==> src/rtl/iob_wq.sv <==
`default_nettype none
// ============================================================================
// Module      : iob_wq
// Description : Two-entry posted-write queue between the FSB slave and the
//               IOB master, with issue FSM, watchdog and sticky error flag.
// Revision    : 1.0 - initial release
// ============================================================================
module iob_wq #(
    parameter int TMO = 255
) (
    input  logic       FCLK,
    input  logic       nRESin,
    input  logic       PostReq,
    input  logic       PostL,
    input  logic       PostU,
    output logic       PostRdy,
    input  logic       RdReq,
    output logic       RdGnt,
    output logic       ALE0,
    output logic       ALE1,
    output logic       IOWRREQ,
    output logic       IOL0,
    output logic       IOU0,
    input  logic       IOACT,
    input  logic       IODONE,
    input  logic       IOBERR,
    output logic [1:0] Level,
    output logic       WrErr,
    input  logic       ErrClr
);

    localparam logic [1:0] c_IDLE = 2'd0;
    localparam logic [1:0] c_REQ  = 2'd1;
    localparam logic [1:0] c_ACT  = 2'd2;
    localparam logic [7:0] c_TMO  = 8'(TMO);

    logic       r_v0, r_l0, r_u0;
    logic       r_v1, r_l1, r_u1;
    logic [1:0] r_state;
    logic [7:0] r_cnt;
    logic       r_wrErr;
    logic       r_ale1;

    logic       w_accept;
    logic       w_transfer;
    logic       w_retire;
    logic       w_timeout;
    logic       w_errSet;
    logic       w_tmoHit;
    logic [7:0] w_cntInc;

    // Reads are only granted once every posted write has fully drained.
    assign RdGnt      = RdReq && !r_v0 && !r_v1 && (r_state == c_IDLE);
    assign PostRdy    = !r_v0 && !RdGnt;
    assign w_accept   = PostReq && PostRdy;
    assign ALE0       = w_accept;
    assign ALE1       = r_ale1;
    assign w_transfer = r_v0 && !r_v1;

    assign w_cntInc   = r_cnt + 8'd1;
    assign w_tmoHit   = (w_cntInc == c_TMO);
    assign w_retire   = (r_state == c_ACT) && IODONE;
    assign w_timeout  = w_tmoHit && (((r_state == c_REQ) && !IOACT) ||
                                     ((r_state == c_ACT) && !IODONE));
    assign w_errSet   = (w_retire && IOBERR) || w_timeout;

    assign IOWRREQ    = (r_state == c_REQ);
    assign IOL0       = IOWRREQ && r_l1;
    assign IOU0       = IOWRREQ && r_u1;
    assign Level      = {1'b0, r_v0} + {1'b0, r_v1};
    assign WrErr      = r_wrErr;

    always_ff @(posedge FCLK or negedge nRESin) begin
        if (!nRESin) begin
            r_v0    <= 1'b0;
            r_l0    <= 1'b0;
            r_u0    <= 1'b0;
            r_v1    <= 1'b0;
            r_l1    <= 1'b0;
            r_u1    <= 1'b0;
            r_state <= c_IDLE;
            r_cnt   <= 8'd0;
            r_wrErr <= 1'b0;
            r_ale1  <= 1'b0;
        end else begin
            r_ale1 <= w_transfer;

            // Retire and transfer are mutually exclusive: retire needs V1 set.
            if (w_retire || w_timeout) begin
                r_v1 <= 1'b0;
            end
            if (w_transfer) begin
                r_v1 <= 1'b1;
                r_l1 <= r_l0;
                r_u1 <= r_u0;
                r_v0 <= 1'b0;
            end else if (w_accept) begin
                r_v0 <= 1'b1;
                r_l0 <= PostL;
                r_u0 <= PostU;
            end

            case (r_state)
                c_IDLE: begin
                    r_cnt <= 8'd0;
                    if (r_v1) begin
                        r_state <= c_REQ;
                    end
                end
                c_REQ: begin
                    if (IOACT) begin
                        r_state <= c_ACT;
                        r_cnt   <= 8'd0;
                    end else if (w_tmoHit) begin
                        r_state <= c_IDLE;
                        r_cnt   <= 8'd0;
                    end else begin
                        r_cnt <= w_cntInc;
                    end
                end
                c_ACT: begin
                    if (IODONE || w_tmoHit) begin
                        r_state <= c_IDLE;
                        r_cnt   <= 8'd0;
                    end else begin
                        r_cnt <= w_cntInc;
                    end
                end
                default: begin
                    r_state <= c_IDLE;
                    r_cnt   <= 8'd0;
                end
            endcase

            if (w_errSet) begin
                r_wrErr <= 1'b1;
            end else if (ErrClr) begin
                r_wrErr <= 1'b0;
            end
        end
    end

endmodule
`default_nettype wire

==> config.mk <==
export PLATFORM = sky130hd
export DESIGN_NAME = iob_wq
export DESIGN_NICKNAME = d
export VERILOG_FILES = /design/src/rtl/iob_wq.sv
export SDC_FILE = /design/constraint.sdc
export NUM_CORES = 1
export LEC_CHECK = 0
export BUFFER_PORTS_ARGS = -buffer_cell sky130_fd_sc_hd__buf_4
export CAP_MARGIN = 0
export CORE_MARGIN = 5
export CORE_UTILIZATION = 40
export DETAILED_ROUTE_END_ITERATION = 8
export GPL_TIMING_DRIVEN = 0
export PLACE_DENSITY_LB_ADDON = 0.12
export SLEW_MARGIN = 20
export SYNTH_ARGS = -nofsm -noshare
export SYNTH_HDL_FRONTEND = slang
export SYNTH_SLANG_ARGS = --single-unit
==> constraint.sdc <==
create_clock -name FCLK -period 2.3 [get_ports FCLK]
set_input_delay 0.23 -clock FCLK [delete_from_list [all_inputs] [get_ports FCLK]]
set_output_delay 0.23 -clock FCLK [all_outputs]
set_load 0.05 [all_outputs]
Yosys cells after proc, flatten, opt, wreduce, memory -nomap -nowiden
Cells that the tools add are included.
{ "classes": {"addsub": 2, "n_eq_ne": 6, "mux": 15, "n_bitwise": 1, "reduce_logical": 28} }
{ "ops": {"columns": ["operator", "n"], "rows": [
  ["8-bit 2-to-1 mux", 3],
  ["8-bit one-hot mux with 2 select lines", 1],
  ["1-bit logical AND", 13],
  ["8-bit by 1-bit adder with 8-bit output (second input constant)", 1],
  ["8-bit equality test (second input constant)", 1],
  ["2-bit 2-to-1 mux", 4],
  ["1-bit 2-to-1 mux", 6],
  ["2-bit one-hot mux with 3 select lines", 1],
  ["2-bit nonzero test", 3],
  ["1-bit zero test", 5],
  ["1-bit logical OR", 4],
  ["3-bit by 1-bit != test with 1-bit output (second input constant)", 1],
  ["3-bit AND reduction", 1],
  ["1-bit by 1-bit adder with 2-bit output", 1],
  ["2-bit by 1-bit equality test with 1-bit output (second input constant)", 1],
  ["2-bit equality test (second input constant)", 1],
  ["2-bit zero test", 1],
  ["2-bit by 1-bit != test with 1-bit output (second input constant)", 1],
  ["2-bit != test (second input constant)", 1],
  ["2-bit AND reduction", 1],
  ["1-bit NOT", 1]
]} }
{ "totals": {"reg_bits": 18, "input_bits": 10, "out_inout_bits": 10, "wordCells": 62} }

Depth between registers and ports, before layout
{ "logic_depth": {"word_depth": 9, "depth_mapped": 7} }

Worst setup path before layout
No wires, ideal clock.
{ "synth_path": {"path_kind": "reg-to-reg", "startpoint": "register r_state[1]", "endpoint": "register r_l0", "setup_ns": 0.125, "arrival_time_ns": 2.756, "required_time_ns": 2.175, "path_slack_ns": -0.581, "path_stages_with_launch": 8, "path_buffers": 0, "period_less_slack_ns": 2.881, "cell_sequence": "dfrtp_1 -> inv_1 -> ha_1 -> and2b_1 -> a21oi_1 -> and2_1 -> and2b_1 -> mux2_2"} }
{ "synth_via": {"elab_chain_cells": 6} }
{ "synth_lines": {"columns": ["element", "line_no", "source"], "rows": [
  ["start, declared", "39", "logic [1:0] r_state;"],
  ["start signal, assigned", "81", "r_state <= c_IDLE;"],
  ["start signal, assigned", "107", "r_state <= c_REQ;"],
  ["start signal, assigned", "112", "r_state <= c_ACT;"],
  ["2-bit zero test", "53", "assign RdGnt = RdReq && !r_v0 && !r_v1 && (r_state == c_IDLE);"],
  ["1-bit logical AND", "53", null],
  ["1-bit zero test", "54", "assign PostRdy = !r_v0 && !RdGnt;"],
  ["1-bit logical AND", "54", null],
  ["net PostRdy", "16", "output logic PostRdy,"],
  ["1-bit logical AND", "55", "assign w_accept = PostReq && PostRdy;"],
  ["net ALE0", "19", "output logic ALE0,"],
  ["2-bit AND reduction (no source line)", null, null],
  ["end signal, assigned", "99", "r_l0 <= PostL;"],
  ["end, declared", "37", "logic r_v0, r_l0, r_u0;"]
]} }
The timed path passes the listed nets, and every way through them passes these cells.
A chain may end at the register's enable or synchronous reset.

Worst setup path in the final report
{ "layout_path": {"startpoint": "register r_cnt[0]", "endpoint": "register r_state[0]"} }
{ "layout_via": {"elab_chain_cells": 5, "word_cells_on_any_way": 6, "cone_classes": "1 x add/sub; 3 x eq/ne; 2 x reduce/logical"} }
{ "layout_lines": {"columns": ["element", "line_no", "source"], "rows": [
  ["start, declared", "40", "logic [7:0] r_cnt;"],
  ["start signal, assigned", "118", "r_cnt <= w_cntInc;"],
  ["start signal, assigned", "126", "r_cnt <= w_cntInc;"],
  ["8-bit by 1-bit adder with 8-bit output *", "60", "assign w_cntInc = r_cnt + 8'd1;"],
  ["8-bit equality test *", "61", "assign w_tmoHit = (w_cntInc == c_TMO);"],
  ["1-bit logical OR", "122", "if (IODONE || w_tmoHit) begin"],
  ["2-bit by 1-bit != test with 1-bit output (no source line)", null, null],
  ["3-bit AND reduction (no source line) *", null, null],
  ["end signal, assigned", "81", null],
  ["end signal, assigned", "123", "r_state <= c_IDLE;"],
  ["end signal, assigned", "130", "r_state <= c_IDLE;"]
]} }
Every way passes the cells marked *; elsewhere a longest branch is shown, timed or not.

==> results by group <==
Outcome
  – Status: completed

Clocking
  – CTS tree: yes
  – Worst-Skew Late Latency: between 0.2 and 0.3 ns
  – Cts repair resizes: 0
  – Num CTS Buffers: 3
  – Total clock sinks: 18
  – Clock buffer depth: 2
  – Root Driver: clkbuf_4
  – Setup Buffers After CTS: 0
  – Worst-path clk slew: 0.10 ns
  – Htree depth: 1

Hold path
  – Hold endpoint: r_l0
  – Hold depth: 2
  – HP Class: in2reg
  – Worst Hold Launch: PostL

Synth
  – Mapped Nets: roughly 120
  – Share of the synthesized area in the top cell type: 44.0%
  – Avg Inst Size Synth: 10.2 um^2
  – FF+latch count, synth: 18
  – Netlist cell types: 32
  – Synth Flop Type: dfrtp_1
  – Most frequent cell after synthesis: dfrtp_1
  – Post-synthesis instance area: 1020 um^2
  – Area leader, netlist: dfrtp_1
  – Number of synthesized flops with an enable pin: 0
  – Cells after synthesis: 100
  – Post-synth top cells: dfrtp_1, nor2_1, inv_1
  – Area contributors post-synth: dfrtp_1, ha_1, nor2_1
  – Sequential area share after synthesis: between 40% and 50%
  – Yosys synthesis warning count: 0
  – Post-synth ARST share: 100%

Timing
  – Final Max Slew Viols: 0
  – RSZ-0062 raised after global routing: no
  – Relative slew slack: 67.7%
  – Worst clock skew: 0.00278 ns
  – Final setup vio count: 0
  – Slew @ Worst Pin: approximately 0.48 ns
  – Fin crit share: 90.6%
  – Worst hold margin: 0.170 ns
  – Fin. Hold Viols: 0
  – Setup TNS: 0 ns
  – Fmax: 0.480 GHz
  – Period minus WS final: about 2.1 ns

Layout
  – Diodes inserted: 0
  – Nets@finish: roughly 140
  – Layout area overhead: 23.3%
  – Ratio of cells with drive above 1 in the final layout: 29.8%

Drt
  – Via/cell ratio: between 5 and 6
  – DRT iter0 DRCs: 8
  – Uppermost routed layer: met4
  – Final wirelength: 1.94 mm
  – # DRC: 0
  – DR WL/cell: roughly 13 um
  – Wl on met1: 859 um
  – Met3 wire len: approximately 96 um
  – ANT nets after route: 0
  – First drt pass iteration count: 3
  – Via count: between 700 and 800
  – Met2 routed WL: 953 um

Die
  – Die Span Y: roughly 61 um
  – I/O pins: 20
  – Starting Density: 41.7%
  – CORE AREA: 2450 um^2
  – Cell Rows: 18
  – Die Area: around 3700 um^2
  – Horiz. Die Dim: around 61 um

Global route
  – GR Util All Layers: 12.2%
  – First-pass GRT wire length: 3.31 mm
  – Initial antenna violation count: 0
  – GRT overflow: 0
  – Largest net degree at the start of global routing: 19
  – Number of global-route vias before repair: 769

Worst setup path
  – Critical-path top delay cell: dfrtp_1
  – Worst path bufs/invs: 0
  – Setup crit start kind: flip-flop
  – Worst r2r src: r_cnt[0]
  – R2R depth: 6
  – CP Cell Sequence: ha_1, nand3_1, xor2_1, a211oi_4, mux2_4, a211oi_1
  – Reg2Reg Setup Slack: 0.22 ns
  – Worst stage delay on the critical path: around 0.45 ns
  – Critical path's top delay family: compound AO/OA/AOI/OAI gates
  – CP Class: reg2reg
  – Data arrival, critical path: roughly 2.3 ns
  – R2r endpoint: r_state[0]
  – Worst Path Max Fanout: 7
  – Endpoint type of the worst setup path: flip-flop
  – WP data required: roughly 2.5 ns

Power
  – PwrDens: 1130 nW/um^2
  – Peak VDD IR: 0.000852 V
  – Pleak: 0.583 nW

Placement
  – Buffers on Ports: 19
  – Routability cong.: 0.825
  – Post-detail-place hpwl: 1.53 mm

Flow run
  – Number of max-cap violations: 0
[metal layers]
layer | global-route usage (%) | vias up
li1 | - | 390
met1 | 14.2 | 367
met2 | 21.5 | 14
met3 | 2.77 | 4
met4 | 4.64 | 0
met5 | 0 | -
[registers in the layout, indices dropped and copies added, names as in the netlist]
| name | count |
|---|---|
| ALE1 | 1 |
| r_cnt | 8 |
| r_u1 | 1 |
| r_l0 | 1 |
| r_v1 | 1 |
| r_v0 | 1 |
| WrErr | 1 |
| r_state | 2 |
| r_l1 | 1 |
| r_u0 | 1 |
[power by group]
group	total (mW)	leakage [nW]	switching [mW]	internal, mW
Sequential	0.471	0.233	0.0710	0.400
Combinational	0.758	0.329	0.483	0.275
Clock	0.192	0.0210	0.0959	0.0964
Total	1.42	0.583	0.650	0.772
[worst max path at each step]
stage	start	endpoint	slack, ns	cells after the start
final	r_cnt[0]	r_state[0]	0.22	6
after global placement	r_cnt[0]	r_state[0]	0.28	6
after global routing	r_cnt[1]	r_state[0]	0.08	6
after detailed placement	r_cnt[0]	r_state[0]	0.24	6
after CTS	r_cnt[0]	r_state[0]	0.19	6
after floorplan	r_state[1]	r_l0	0.07	7
[cell type report]
class / instances / area (um^2)
Clock buffer: 4 / 36.3
Fill cell: 234 / 1190
Inverter: 9 / 33.8
Multi-Input combinational cell: 73 / 553
Sequential cell: 18 / 450
Tap cell: 30 / 37.5
Timing Repair Buffer: 20 / 153
[logic make-up (layout without fill, tap and decap cells)]
logic type	count (synthesis)	in the layout	share of synthesized area, %
compound gates	14	14	11.5
xor+xnor	6	6	5.13
buf+inv	9	33	3.30
simple gates	40	40	20.8
mux	6	6	6.84
fa+ha+maj	7	7	8.55
flops	18	18	44.0
[layout by cell type (no fill, tap or decap), types with 2 or more instances in the layout]
cell type / netlist / layout
and2_1: 5 / 4
clkbuf_4: 0 / 3
nand3_1: 4 / 4
nand2_1: 7 / 7
buf_4: 0 / 19
xnor2_1: 4 / 4
xor2_1: 2 / 2
dfrtp_1: 18 / 18
nor2_1: 13 / 13
and2b_1: 2 / 2
nand3b_1: 2 / 2
o22ai_1: 2 / 2
inv_1: 9 / 9
ha_1: 7 / 7
mux2_2: 4 / 4
a21oi_1: 3 / 2
[what timing repair did]
| action | CTS | global route |
|---|---|---|
| hold buffers | 1 | 0 |
| setup endpoints to repair | 0 | 0 |
| hold endpoints to repair | 18 | 0 |
[metrics by stage]
| step | instance area (um^2) | power [mW] | setup WS (ns) | instances | util (%) |
|---|---|---|---|---|---|
| floorplan | 1040 | 1.03 | 0.0671 | 100 | - |
| global placement | 1220 | 1.23 | 0.276 | 149 | 49.6 |
| detailed placement | 1220 | 1.24 | 0.240 | 149 | 49.6 |
| CTS | 1260 | 1.44 | 0.192 | 154 | 51.5 |
| global route | 1260 | 1.51 | 0.0758 | 154 | 51.5 |
| finish | 1260 | 1.42 | 0.216 | 154 | 51.5 |
Power figures use the tool's default switching activity.
